<file path="src/rtl/mm_reg_bank.sv">
// Avalon-MM slave fanning word accesses out to ADDR_COUNT user registers via one-hot strobes.
// Latency: write strobe in the accept cycle; read strobe at accept+1, first beat no earlier than accept+2.
// Backpressure: mm_waitrequest is low only in the single accept cycle (WR / RD_ACC); no new command until a burst ends.
//
// Ports:
//    mm_clk, rst          sole clock, synchronous active-high reset
//    mm_*                 Avalon-MM slave: address, burstcount, read/write, data, byteenable, waitrequest, readdatavalid
//    reg_write/reg_read   one-hot strobes to the user registers
//    reg_writedata/be     latched write data and byte lanes, shared by all registers
//    reg_readdata/valid   packed per-register read data and read-valid from user logic
//    timeout_count        saturating read-timeout counter, present only with MM_REG_BANK_TIMEOUT_CNT_EN defined
module mm_reg_bank #(
   parameter int          DATA_WIDTH   = 32,
   parameter int          ADDR_SIZE    = 4,
   parameter int          ADDR_COUNT   = 2**ADDR_SIZE,
   parameter int          MAX_BURST    = 8,
   parameter int          BURST_W      = $clog2(MAX_BURST)+1,
   parameter int          TIMEOUT      = 1023,
   parameter logic [31:0] TIMEOUT_DATA = 32'hDEADBEEF
) (
   input  logic                             mm_clk,
   input  logic                             rst,
   input  logic [ADDR_SIZE-1:0]             mm_address,
   input  logic [BURST_W-1:0]               mm_burstcount,
   output logic                             mm_waitrequest,
   input  logic                             mm_read,
   output logic [DATA_WIDTH-1:0]            mm_readdata,
   output logic                             mm_readdatavalid,
   input  logic                             mm_write,
   input  logic [DATA_WIDTH-1:0]            mm_writedata,
   input  logic [DATA_WIDTH/8-1:0]          mm_byteenable,
   output logic [ADDR_COUNT-1:0]            reg_write,
   output logic [ADDR_COUNT-1:0]            reg_read,
   output logic [DATA_WIDTH-1:0]            reg_writedata,
   output logic [DATA_WIDTH/8-1:0]          reg_byteenable,
   input  logic [ADDR_COUNT*DATA_WIDTH-1:0] reg_readdata,
   input  logic [ADDR_COUNT-1:0]            reg_readvalid,
   output logic [15:0]                      timeout_count
);

   localparam int TO_W = $clog2(TIMEOUT+1);
   localparam logic [DATA_WIDTH-1:0] TO_DATA = DATA_WIDTH'(TIMEOUT_DATA);

   typedef enum logic [2:0] {IDLE, WR, RD_ACC, RD_REQ, RD_WAIT} state_t;

   state_t                  state, state_nxt;
   logic [ADDR_SIZE-1:0]    addr_q;
   logic [BURST_W-1:0]      remain_q;
   logic [TO_W-1:0]         tcnt_q;

   logic                    in_range;
   logic [ADDR_COUNT-1:0]   addr_oh;
   logic                    sel_vld;
   logic [DATA_WIDTH-1:0]   sel_dat;
   logic                    cap;
   logic [DATA_WIDTH-1:0]   cap_dat;
   logic [BURST_W-1:0]      burst_len;
   logic [ADDR_SIZE-1:0]    addr_nxt;

   // Out-of-range addresses decode to no register at all, so strobes,
   // valid and data selection all collapse to zero for them.
   assign in_range = int'(addr_q) < ADDR_COUNT;
   assign addr_oh  = in_range ? (ADDR_COUNT'(1) << addr_q) : '0;
   assign sel_vld  = |(reg_readvalid & addr_oh);
   assign addr_nxt = (int'(addr_q) == ADDR_COUNT-1) ? '0 : addr_q + ADDR_SIZE'(1);

   always_comb begin
      sel_dat = '0;
      for (int i = 0; i < ADDR_COUNT; i++)
         if (addr_oh[i]) sel_dat = sel_dat | reg_readdata[i*DATA_WIDTH +: DATA_WIDTH];
   end

   // A burstcount of 0 means a single beat; oversize bursts are clamped.
   always_comb begin
      burst_len = mm_burstcount;
      if (mm_burstcount == '0)
         burst_len = BURST_W'(1);
      else if (mm_burstcount > BURST_W'(MAX_BURST))
         burst_len = BURST_W'(MAX_BURST);
   end

   // Capture decision: valid already high during the strobe cycle counts;
   // in the wait state, unmapped addresses complete at once with zero and a
   // missing valid is replaced by TO_DATA after TIMEOUT wait cycles.
   always_comb begin
      cap     = 1'b0;
      cap_dat = sel_dat;
      if (state == RD_REQ) begin
         cap = in_range && sel_vld;
      end else if (state == RD_WAIT) begin
         if (!in_range || sel_vld) begin
            cap = 1'b1;
         end else if (tcnt_q == TO_W'(TIMEOUT-1)) begin
            cap     = 1'b1;
            cap_dat = TO_DATA;
         end
      end
   end

   always_comb begin
      state_nxt = state;
      case (state)
         IDLE: begin
            if (mm_write)     state_nxt = WR;
            else if (mm_read) state_nxt = RD_ACC;
         end
         WR:     state_nxt = IDLE;
         RD_ACC: state_nxt = RD_REQ;
         RD_REQ, RD_WAIT: begin
            if (cap)                state_nxt = (remain_q == BURST_W'(1)) ? IDLE : RD_REQ;
            else                    state_nxt = RD_WAIT;
         end
         default: state_nxt = IDLE;
      endcase
   end

   assign mm_waitrequest = !((state == WR) || (state == RD_ACC));
   assign reg_write      = ((state == WR) && (reg_byteenable != '0)) ? addr_oh : '0;
   assign reg_read       = (state == RD_REQ) ? addr_oh : '0;

   always_ff @(posedge mm_clk) begin
      if (rst) begin
         state            <= IDLE;
         addr_q           <= '0;
         remain_q         <= '0;
         tcnt_q           <= '0;
         reg_writedata    <= '0;
         reg_byteenable   <= '0;
         mm_readdata      <= '0;
         mm_readdatavalid <= 1'b0;
      end else begin
         state            <= state_nxt;
         mm_readdatavalid <= cap;
         if (state == IDLE) begin
            if (mm_write) begin
               addr_q         <= mm_address;
               reg_writedata  <= mm_writedata;
               reg_byteenable <= mm_byteenable;
            end else if (mm_read) begin
               addr_q   <= mm_address;
               remain_q <= burst_len;
            end
         end
         if (state == RD_REQ)
            tcnt_q <= '0;
         else if (state == RD_WAIT && !cap)
            tcnt_q <= tcnt_q + TO_W'(1);
         if (cap) begin
            mm_readdata <= cap_dat;
            remain_q    <= remain_q - BURST_W'(1);
            addr_q      <= addr_nxt;
         end
      end
   end

`ifdef MM_REG_BANK_TIMEOUT_CNT_EN
   logic        to_hit;
   logic [15:0] tocnt_q;

   assign to_hit = (state == RD_WAIT) && in_range && !sel_vld && (tcnt_q == TO_W'(TIMEOUT-1));

   always_ff @(posedge mm_clk) begin
      if (rst)
         tocnt_q <= '0;
      else if (to_hit && (tocnt_q != 16'hFFFF))
         tocnt_q <= tocnt_q + 16'd1;
   end

   assign timeout_count = tocnt_q;
`else
   assign timeout_count = '0;
`endif

endmodule

</file>
<file path="config.mk">
export PLATFORM = sky130hd
export DESIGN_NAME = mm_reg_bank
export DESIGN_NICKNAME = d
export VERILOG_FILES = /design/src/rtl/mm_reg_bank.sv
export SDC_FILE = /design/constraint.sdc
export NUM_CORES = 1
export LEC_CHECK = 0
export ABC_CLOCK_PERIOD_IN_PS = 3600
export CAP_MARGIN = 10
export CORE_AREA = 3 3 269 271
export DETAILED_ROUTE_END_ITERATION = 16
export DIE_AREA = 0 0 272 274
export PLACE_DENSITY = 0.38
export SKIP_LAST_GASP = 1
export SLEW_MARGIN = 15
export SYNTH_ARGS = -nofsm -noshare
export SYNTH_HDL_FRONTEND = slang
export SYNTH_SLANG_ARGS = --single-unit
</file>
<file path="constraint.sdc">
create_clock -name mm_clk -period 3.6 [get_ports mm_clk]
set_clock_uncertainty 0.15 [all_clocks]
set_input_delay 0.72 -clock mm_clk [delete_from_list [all_inputs] [get_ports mm_clk]]
set_output_delay 0.72 -clock mm_clk [all_outputs]
set_load 0.02 [all_outputs]
</file>
==> flow_summary.toml, run 1 <==
[run_status]
outcome = "completed"

[min_path]
holdCritPathClass = "reg -> reg"
min_from = "reg_writedata[27]"

[synthesis]
synth_area_per_cell_um2 = 7.39
async_reset_ff_frac = 0
ys.flop_type = "dfxtp_1"
netlist_instances = 1042
ys_warn_count = 0
seq_area_frac_synth = 0.234
synth_edf_count = 0
synth_cell_type_count = 66
synth-seq-cells = 90
synth_area_mm2 = 0.00770

[clocking]
h-tree-depth = 3
clock_sinks = 90
insertion_delay_ns = 0.37
cts-resized-gates = 0
cts.reportedPaths.clkPinSlew_ns = 0.07
post_cts_buffers = 0
cts_buffer_depth = 2
cts_hold_buf = 0
root_buffer = "clkbuf_16"
cts_buffers = 9
cts_tree = "yes"

[global_route]
gr-usage-all-layers = 0.208
grt_max_degree = 85
first_global_vias = 12095
grt_pass1_wl_mm = 105
antenna_found_initial = 50
globalRouteOverflowTotal = 0

[final_layout]
nets = 2261
area.growth.synth_to_final_pct = 109
fill_cells = 7762
regArea_mm2 = 0.00181
multi_input_area_mm2 = 0.00540
drive_gt1_frac = 0.0726
final_cells = 2634

[floorplan]
io_pins = 694
die_w_um = 272
rows = 97
start_util = 0.110
chipHeight_um = 274
die-area_mm2 = 0.0745
design.core.area_mm2 = 0.0700

[setup_path]
cpMaxStageDelayCell = "or4b_2"
worstPathCellList = "or4b_2 -> nor2_1 -> clkdlybuf4s50_1"
r2r.worst_path.cells = 9
start_kind = "flip-flop"
critical_path.max_fanout = 16
worst_setup_path_end_kind = "output pin"
r2r-end = "mm_readdata[13]"
timing.rr.start = "addr_q[0]"
cp.required_ns = 2.73
crit_start = "state[2]"
crit_arrival_ns = 2.56
worstSetupEndpoint = "reg_write[3]"
path_delay_family = "simple AND/OR/NAND/NOR gates"
critPathMaxStageDelay_ns = 0.90
worst-path-buf-inv = 1
cp_num_cells = 3
path_class = "reg -> out"
reg2reg_setup_slack_ns = 0.33

[sta]
grt_setup_unrepaired = "no"
clock.fmax_ghz = 0.292
fin_crit_sh = 0.952
finalSetupViolations = 0
slew_violations = 0
finalCriticalPeriod_ns = 3.43
slew_headroom = 0.417
finalHoldViolCount = 0
setup-tns-final_ns = 0
worst_slew_pin_slew_ns = 0.853

[place]
io_buffers = 677
dp.final_hpwl_mm = 67.7
dp.cells = 2604
routabilityCongestion = 0.819

[pwr]
p_leak_nw = 5.31
power_density_mw_per_mm2 = 288
peakVddDrop_uv = 230

[drt]
drtAntennaViolNets = 0
via_per_inst = 4.40
drt_iter0_drc = 714
routed_wl_mm = 80.5
route.detailed.drc = 0
first_pass_iters = 7
wl_per_cell_um = 30.6
detailroute.via_count = 11595

[flow_run]
cap_violations = 0
==> report_power, final <==
part | switching [mW] | leakage [nW] | internal (mW) | total, mW
clock network | 0.465 | 0.144 | 0.562 | 1.03
logic | 1.30 | 4.44 | 1.17 | 2.47
registers | 0.0711 | 0.734 | 1.06 | 1.13
total | 1.84 | 5.31 | 2.79 | 4.62
==> registers in the layout, indices dropped and copies added (netlist names) <==
register          cells
mm_readdata          32
addr_q                4
mm_readdatavalid      1
remain_q              4
state                 3
reg_writedata        32
tcnt_q               10
reg_byteenable        4
==> worst min path at each step <==
stage          slack, ns  cells past startpoint           endpoint
2_1_floorplan       0.30                      2          tcnt_q[7]
3_3_place_gp        0.29                      2  reg_writedata[28]
3_5_place_dp        0.30                      2  reg_writedata[27]
4_1_cts             0.31                      2  reg_writedata[27]
5_1_grt             0.32                      2  reg_writedata[24]
6_report            0.30                      2  reg_writedata[27]
==> layout by cell type (no fill, tap or decap), drive strengths merged, types with 13 or more instances in the layout <==
cell           instances
clkdlybuf4s50        675
buf                   57
a222oi                38
a22o                  31
a22oi                 61
o21ai                 39
conb                  16
mux2                  25
and2                  13
a211oi                18
nand2                147
a221oi                45
dfxtp                 90
diode                 14
mux2i                 32
nor2                  88
nand3                 21
a21oi                112
==> through the flow <==
step	cell area, µm²	utilization	worst slack [ns]	hold slack [ns]	total power, mW
floorplan	7760	-	0.139	0.298	2.13
global placement	15700	0.224	0.258	0.292	3.67
detailed placement	15700	0.224	0.266	0.296	3.67
CTS	16000	0.229	0.0769	0.306	4.75
global route	16100	0.229	0.0312	0.322	4.90
finish	16100	0.229	0.171	0.303	4.62
==> worst register-to-register path: stages (launching register included) <==
cell and delay (ns):
dfxtp_1 0.43, inv_1 0.17, ha_4 0.30, buf_12 0.22, a222oi_1 0.52, nor2_1 0.08
a211oi_1 0.24, a21oi_1 0.11, a2111oi_0 0.71, a211oi_1 0.18
==> cell families after synthesis <==
group           count (synthesis)  synth area share
compound gates                410             0.385
simple gates                  330             0.192
buf+inv                       137            0.0812
flops                          90             0.234
mux                            60            0.0869
fa+ha+maj                      10            0.0162
xor+xnor                        4           0.00455
other cells                     1          0.000487
==> Yosys cell counts, types with 25 or more instances <==
cell	n	area [µm²]
o21ai_0	39	195
a222oi_1	38	380
a221oi_1	45	394
a22oi_1	61	458
clkbuf_1	78	293
a21oi_1	111	556
mux2_2	25	282
nand2_1	147	552
mux2i_1	32	320
nor2_1	88	330
dfxtp_1	90	1800
a22o_1	31	272
==> routing by layer <==
metal,share of wire,track usage,vias up
met5,0.0026,0,-
met4,0.032,0.0737,32
met3,0.088,0.0750,119
met2,0.52,0.381,612
met1,0.36,0.218,5592
li1,-,-,5240
==> layout make-up <==
| type | count | area share |
|---|---|---|
| timing repair buffer | 732 | 0.454 |
| clock inverter | 5 | 0.00382 |
| tap | 940 | 0.0732 |
| multi-input combinational | 830 | 0.337 |
| antenna | 14 | 0.00218 |
| clock buffer | 11 | 0.0151 |
| inverter | 12 | 0.00281 |
| sequential | 90 | 0.113 |
Note: power is estimated with default switching activity, not from simulation.
==> run 2, diff against run 1 <==
--- a/config.mk
+++ b/config.mk
@@ -8,9 +8,11 @@
 export ABC_CLOCK_PERIOD_IN_PS = 3600
 export CAP_MARGIN = 10
 export CORE_AREA = 3 3 269 271
+export CTS_CLUSTER_SIZE = 14
 export DETAILED_ROUTE_END_ITERATION = 16
 export DIE_AREA = 0 0 272 274
 export PLACE_DENSITY = 0.38
+export SETUP_SLACK_MARGIN = 0.5
 export SKIP_LAST_GASP = 1
 export SLEW_MARGIN = 15
 export SYNTH_ARGS = -nofsm -noshare
==> flow_summary.toml, run 2 (synthesis results as in run 1) <==
[place]
placed_area_mm2 = 0.0157
dp.final_hpwl_mm = 69.4
io_buffers = 677
routabilityCongestion = 0.865

[sta]
slew_violations = 0
slew_headroom = 0.400
finalHoldViolCount = 0
finalSetupViolations = 0
hold_ws_ns = 0.306
clock.fmax_ghz = 0.332
grt_setup_unrepaired = "no"
setup-tns-final_ns = 0
fin_crit_sh = 0.837
worst_slew_pin_slew_ns = 0.900
finalCriticalPeriod_ns = 3.01

[floorplan]
design.core.area_mm2 = 0.0700
rows = 97
die-area_mm2 = 0.0745
start_util = 0.110
io_pins = 694
die_w_um = 272
chipHeight_um = 274

[final_layout]
area.growth.synth_to_final_pct = 116
largest_registers = "mm_readdata x32, reg_writedata x32, tcnt_q x10"
utilization = 0.237
final_common_cell = "clkdlybuf4s50_1"
drive_gt1_frac = 0.108
fill_cells = 7715
final_cell_mix = "clkdlybuf4s50_1 (654), nand2_1 (147), a21oi_1 (110)"
nets = 2304
postLayoutCellArea_mm2 = 0.0166

[setup_path]
path_class = "reg -> out"
worst-path-buf-inv = 4
cp.required_ns = 2.73
worstPathCellList = "clkinvlp_4 -> ha_4 -> buf_4 -> buf_4 -> nand2_1 -> nor2_1 -> clkdlybuf4s50_1"
start_kind = "flip-flop"
timing.rr.start = "addr_q[0]"
crit_arrival_ns = 2.14
critical_path.max_fanout = 4
critPathMaxStageDelay_ns = 0.62
worst_setup_path_end_kind = "output pin"
path_delay_family = "buffers and inverters"
crit_top_cell = "buf_4"
r2r-end = "mm_readdata[7]"
r2r.worst_path.cells = 10
cpMaxStageDelayCell = "clkdlybuf4s50_1"
reg2reg_setup_slack_ns = 0.62

[global_route]
antenna_found_initial = 52
gr-usage-all-layers = 0.218
grt_pass1_wl_mm = 110
first_global_vias = 12326
grt_max_degree = 58
globalRouteOverflowTotal = 0

[drt]
routed_wl_mm = 85.2
drtAntennaViolNets = 0
drt_iter0_drc = 847
detailroute.via_count = 11941
via_per_inst = 4.45
route.detailed.drc = 0
wl_per_cell_um = 31.7
first_pass_iters = 7

[clocking]
cts_tree = "yes"
h-tree-depth = 3
cts_buffers = 9
insertion_delay_ns = 0.38
clock_sinks = 90
cts_buffer_depth = 2
root_buffer = "clkbuf_16"
cts_hold_buf = 0
cts.reportedPaths.clkPinSlew_ns = 0.07

[pwr]
power_density_mw_per_mm2 = 288
intPower_mw = 2.83
p_switching_mw = 1.95
peakVddDrop_uv = 254
p_leak_nw = 5.79
clock_power_share = 0.204
combPwrFrac = 0.565
switching_share = 0.408
power_frac_seq = 0.231

[min_path]
min_from = "reg_writedata[8]"
holdCritPathClass = "reg -> reg"
holdPathStages = 2
holdPathEnd = "reg_writedata[8]"

[flow_run]
cap_violations = 0

[run_status]
outcome = "completed"
-- run 2: cell count changes in the layout (fill, tap and decap cells not counted), sizes merged, moves of 2 or more --
cell,before,now
clkdlybuf4s50,675,654
dlygate4sd2,0,12
buf,57,100
clkinv,2,4
dlymetal6s2s,0,8
diode,14,20
-- run 2: routing by layer --
layer	global-route usage	vias up	share of wire
met5	0	-	0.0015
met4	0.0819	18	0.028
met3	0.0668	97	0.082
met2	0.392	678	0.51
met1	0.242	5802	0.38
li1	-	5346	-
-- run 2: per-stage QoR --
step                worst slack (ns)  instances  total power [mW]
floorplan                      0.522       1057              2.13
global placement               0.159       2609              3.67
detailed placement             0.120       2609              3.68
CTS                            0.455       2654              4.84
global route                   0.494       2679              5.07
finish                         0.588       2683              4.79
-- run 2: worst max-delay path by stage --
stage | slack, ns | cells after the start | start | to
global placement | 0.16 | 8 | addr_q[0] | mm_readdata[23]
CTS | 0.45 | 4 | reg_byteenable[0] | reg_write[2]
detailed placement | 0.12 | 8 | addr_q[0] | mm_readdata[23]
floorplan | 0.52 | 13 | addr_q[2] | tcnt_q[9]
global route | 0.49 | 8 | addr_q[0] | mm_readdata[7]
finish | 0.59 | 7 | addr_q[0] | reg_read[8]
-- run 2: power groups by stage --
| stage | clock (mW) | combinational [mW] | sequential (mW) |
|---|---|---|---|
| floorplan | 0 | 0.962 | 1.17 |
| detailed placement | 0 | 2.52 | 1.15 |
| CTS | 1.04 | 2.69 | 1.11 |
| finish | 0.975 | 2.70 | 1.10 |
| global route | 1.07 | 2.88 | 1.11 |
| global placement | 0 | 2.52 | 1.15 |
-- run 2: cell type report --
class                      instances  area [µm²]  area share
inverter                          12        52.6     0.00317
multi-input combinational        830        5490       0.331
antenna                           20        50.0     0.00302
tap                              940        1180      0.0709
clock inverter                     7        57.6     0.00347
sequential                        90        1820       0.109
timing repair buffer             775        7730       0.466
clock buffer                       9         225      0.0136
-- run 2: what timing repair did --
item,in CTS,in global routing
buffers inserted,29,8
setup endpoints to repair,66,36
resized for setup,23,21
cloned,0,1
pin swaps,5,4
-- run 2: tightest hold or removal path: stages (launching register included) --
cell	delay, ns
dfxtp_1	0.31
nand2_1	0.05
a21oi_1	0.05
==> run 3, diff against run 2 <==
--- a/config.mk
+++ b/config.mk
@@ -5,13 +5,13 @@
 export SDC_FILE = /design/constraint.sdc
 export NUM_CORES = 1
 export LEC_CHECK = 0
-export ABC_CLOCK_PERIOD_IN_PS = 3600
+export ABC_CLOCK_PERIOD_IN_PS = 2590
 export CAP_MARGIN = 10
-export CORE_AREA = 3 3 269 271
+export CORE_AREA = 3 3 266 268
 export CTS_CLUSTER_SIZE = 14
 export DETAILED_ROUTE_END_ITERATION = 16
-export DIE_AREA = 0 0 272 274
-export PLACE_DENSITY = 0.38
+export DIE_AREA = 0 0 269 271
+export PLACE_DENSITY = 0.4
 export SETUP_SLACK_MARGIN = 0.5
 export SKIP_LAST_GASP = 1
 export SLEW_MARGIN = 15
==> constraint.sdc (replaced) <==
create_clock -name mm_clk -period 2.59 [get_ports mm_clk]
set_clock_uncertainty 0.15 [all_clocks]
set_input_delay 0.518 -clock mm_clk [delete_from_list [all_inputs] [get_ports mm_clk]]
set_output_delay 0.518 -clock mm_clk [all_outputs]
set_load 0.02 [all_outputs]
==> flow_summary.toml, run 3 (synthesis results as in run 1) <==
[final_layout]
utilization = 0.277
largest_registers = "mm_readdata x32, reg_writedata x32, tcnt_q x10"
fill_cells = 7328
nets = 2441
final_cell_mix = "clkdlybuf4s50_1 (611), buf_4 (158), nand2_1 (129)"
final_cells = 2795
drive_gt1_frac = 0.259
postLayoutCellArea_mm2 = 0.0190
final_common_cell = "clkdlybuf4s50_1"
regArea_mm2 = 0.00183
multi_input_area_mm2 = 0.00626
area.growth.synth_to_final_pct = 146

[run_status]
outcome = "finished, violations left"
violations = "setup timing"

[setup_path]
path_delay_family = "compound AO/OA/AOI/OAI gates"
critical_path.max_fanout = 10
critPathMaxStageDelay_ns = 0.52
cp.required_ns = 2.69
cpMaxStageDelayCell = "a222oi_1"
crit_arrival_ns = 2.76
path_class = "reg -> reg"
worst_setup_path_end_kind = "flip-flop"
worst-path-buf-inv = 3
start_kind = "flip-flop"
crit_top_cell = "a222oi_1"
worstPathCellList = "inv_4 -> ha_4 -> buf_12 -> nor2b_1 -> buf_6 -> a222oi_1 -> nand2_1 -> a222oi_1 -> a311oi_1"

[clocking]
cts.reportedPaths.clkPinSlew_ns = 0.07
root_buffer = "clkbuf_16"
cts_buffers = 9
cts_tree = "yes"
clock_sinks = 90
cts_buffer_depth = 2
cts_hold_buf = 0
h-tree-depth = 3
insertion_delay_ns = 0.38

[drt]
wl_met1_mm = 31.9
routed_wl_mm = 76.7
via_per_inst = 4.39
wl_per_cell_um = 27.5
route.detailed.drc = 0
wl_met2_mm = 39.1
dr_wl_met3_mm = 4.69
first_pass_iters = 8
drt_iter0_drc = 1019
highest_layer = "met5"
drtAntennaViolNets = 0
detailroute.via_count = 12260

[sta]
finalHoldViolCount = 0
setup_slack_ns = -0.0700
worst_slew_pin_slew_ns = 0.633
finalSetupViolations = 12
hold_ws_ns = 0.305
clock.fmax_ghz = 0.376
grt_setup_unrepaired = "yes"
slew_headroom = 0.573
finalCriticalPeriod_ns = 2.66
fin_crit_sh = 1.03
slew_violations = 0
setup-tns-final_ns = -0.272

[floorplan]
chipHeight_um = 271
die_w_um = 269
io_pins = 694
design.core.area_mm2 = 0.0686
rows = 96
start_util = 0.112
die-area_mm2 = 0.0729

[pwr]
p_leak_nw = 6.96
total_power_mw = 7.23
peakVddDrop_uv = 234
power_density_mw_per_mm2 = 381

[place]
dp.cells = 2706
routabilityCongestion = 0.884
dp.final_hpwl_mm = 62.5
placed_area_mm2 = 0.0172
place_worst_setup_slack_ns = -0.395
io_buffers = 677

[global_route]
grt_max_degree = 42
globalRouteOverflowTotal = 0
gr-usage-all-layers = 0.200
grt_pass1_wl_mm = 102
first_global_vias = 12805
antenna_found_initial = 10

[min_path]
holdCritPathClass = "reg -> reg"

[flow_run]
cap_violations = 0
[run 3: cell count changes in the layout (fill, tap and decap cells not counted), moves of 31 or more]
cell             change
nor2_1              -37
buf_12              +31
buf_4               +75
clkdlybuf4s50_1     -43
nor2_4              +35
buf_6               +53
[run 3: worst paths after layout]
| check | to | depth (start not counted) | slack, ns | start |
|---|---|---|---|---|
| setup / recovery | mm_readdata[9] | 9 | -0.07 | addr_q[1] |
| hold / removal | reg_writedata[5] | 2 | 0.31 | reg_writedata[5] |
| setup reg to reg | mm_readdata[9] | 9 | -0.07 | addr_q[1] |
| hold reg to reg | reg_writedata[5] | 2 | 0.31 | reg_writedata[5] |
[run 3: worst reg2reg max path, stage by stage, from the launching register on]
cell and delay, ns:
dfxtp_4 0.40, inv_4 0.06, ha_4 0.22, buf_12 0.16, nor2b_1 0.14, buf_6 0.14, a222oi_1 0.52, nand2_1 0.12
a222oi_1 0.47, a311oi_1 0.16
[run 3: per-layer routing]
metal / up-vias / track usage
li1: 5608 / -
met1: 6069 / 0.245
met2: 529 / 0.364
met3: 52 / 0.0339
met4: 2 / 0.0385
met5: - / 0
[run 3: repair_timing]
| action | in CTS | in global routing |
|---|---|---|
| cloned | 4 | 4 |
| pin swaps | 42 | 49 |
| setup buffers | 45 | 16 |
| setup endpoints to repair | 113 | 92 |
| resized for setup | 306 | 101 |
[run 3: area by class of cell]
class | instances | share of cell area
Antenna cell | 4 | 0.000528
Clock inverter | 6 | 0.00257
Inverter | 12 | 0.00356
Timing Repair Buffer | 912 | 0.493
Sequential cell | 90 | 0.0964
Multi-Input combinational cell | 830 | 0.330
Tap cell | 931 | 0.0614
Clock buffer | 10 | 0.0126
[run 3: where the power goes]
group	switching [mW]	internal [mW]
registers	0.0736	1.47
logic	2.10	2.22
clock network	0.680	0.687
total	2.86	4.37
==> patch, RTL diff (flow settings as in run 2) <==
`MAX_BURST`: 8 -> 16.
--- a/src/rtl/mm_reg_bank.sv
+++ b/src/rtl/mm_reg_bank.sv
@@ -13,7 +13,7 @@
    parameter int          DATA_WIDTH   = 32,
    parameter int          ADDR_SIZE    = 4,
    parameter int          ADDR_COUNT   = 2**ADDR_SIZE,
-   parameter int          MAX_BURST    = 8,
+   parameter int          MAX_BURST    = 16,
    parameter int          BURST_W      = $clog2(MAX_BURST)+1,
    parameter int          TIMEOUT      = 1023,
    parameter logic [31:0] TIMEOUT_DATA = 32'hDEADBEEF
Interface: changed (resized mm_burstcount); port bits go from 694 to 695. No check against the original RTL was run, so the function may have changed too.
==> patch against run 2 <==
  * Count of clock-buffer cells in the layout is the same
  * Setup slack improved by 0.013 ns
  * Area after synthesis fell by 0.24%
  * Utilization decreased by 0.061 points
  * Total power is 0.25% higher
  * Routed wire length decreased by 6.0%
  * Final area fell by 0.26%
  * Synthesized cell count is 0.29% higher
  * Sequential cell count up 1
  * Critical path type unchanged
==> patch: results <==
synthesis:
  synth_area_leaders: "dfxtp_1 24%, a22oi_1 8.8%, nand2_1 7.2%"
  synth_compound_area_share_pct: 36.7
  muxShareOfSynthArea_pct: 8.85
  synth.top_cells.by_count: "147 x nand2_1, 91 x dfxtp_1, 90 x a22oi_1, 88 x a21oi_1, 87 x nor2_1"
  synthAdderAreaFrac_pct: 1.63
setup_path:
  r2r_slack_ns: 0.66
  rr_endpoint: "mm_readdata[10]$_SDFFE_PP0P_"
  ff2ff_path_depth: 11
power_and_ir_drop:
  power.density_mw_per_mm2: 290
  ir_drop_mv: 0.188
  p_leak_nw: 5.78
  clockPowerShare_pct: 22.9
  p_seq_share_pct: 23.6
place:
  place.gp.congestion: 0.864
  place_inst: 2629
  dp_slack_ns: 0.200
  post-dp-hpwl_mm: 66.0
  io_buffer_count: 678
global_route:
  met3_usage_pct: 6.27
  grt_use_met1_pct: 24.5
  antenna_found_initial: 44
  grt_first_pass_wirelength_mm: 105
  use_met2_pct: 35.3
  grt_pass1_vias: 12400
  grt_max_degree: 64
hold_path:
  min_to: "reg_writedata[0]$_SDFFE_PP0P_"
  hp-start: "reg_writedata[0]$_SDFFE_PP0P_"
routing:
  wl_per_cell_um: 29.8
  dr.pass1.iters: 5
  post_drt_via_cell_ratio: 4.43
layout:
  nNetsFinal: 2310
  layout-drive-gt1-share_pct: 11.6
  layout.cells.non_filler: 2688
clock_tree:
  cts_resized: 32
  post_cts_buffers: 17
status:
  status: "finished, final reports clean"
sta:
  fin_hold_ws_ns: 0.306
## patch: cell count changes after synthesis, moves of 7 or more
cell      before  now
a21oi_1      111   88
a22o_1        31   19
o21ai_0       39   52
mux2i_1       32   15
nand3_1       20   32
o32ai_1        0    9
a222oi_1      38   31
a22oi_1       61   90
nor3_1        10   17
mux2_2        25   43
a211oi_1      16    3
nand2b_1      12    4
## patch: layer usage
metal / routed length [um] / part of all wire, %
met5: 130 / 0.16
met4: 1980 / 2.5
met3: 6820 / 8.5
met2: 39100 / 49
met1: 32100 / 40
## patch: kinds of logic (layout without fill, tap and decap cells)
kind of cell,Yosys count,in the layout
buf+inv,135,802
compound gates,393,393
simple gates,349,350
other cells,1,36
xor+xnor,6,6
mux,60,60
fa+ha+maj,10,10
flops,91,91
## patch: cell type report
type                            count  area [sq um]
Clock buffer                        9           225
Multi-Input combinational cell    835          5500
Tap cell                          940          1180
Inverter                           11          41.3
Antenna cell                       20          50.0
Sequential cell                    91          1840
Clock inverter                      7          83.8
Fill cell                        7789         53500
Timing Repair Buffer              775          7650
## patch: tightest hold or removal path, cell delays in order (launching register included)
cell	delay [ns]
dfxtp_1	0.31
nand2_1	0.05
a21oi_1	0.05
## patch: worst max-delay path by stage
stage                                         from                           end  slack (ns)  depth (start not counted)
floorplan                   addr_q[2]$_SDFFE_PP0P_                  reg_write[3]        0.50                          9
global placement                  reg_readvalid[8]        addr_q[2]$_SDFFE_PP0P_        0.26                          9
detailed placement                reg_readvalid[8]   mm_readdata[0]$_SDFFE_PP0P_        0.20                          9
CTS                 reg_byteenable[0]$_SDFFE_PP0P_                  reg_write[0]        0.44                          4
global route                addr_q[0]$_SDFFE_PP0P_  mm_readdata[16]$_SDFFE_PP0P_        0.50                         10
finish                       state[2]$_SDFFE_PP0P_                   reg_read[1]        0.60                          5
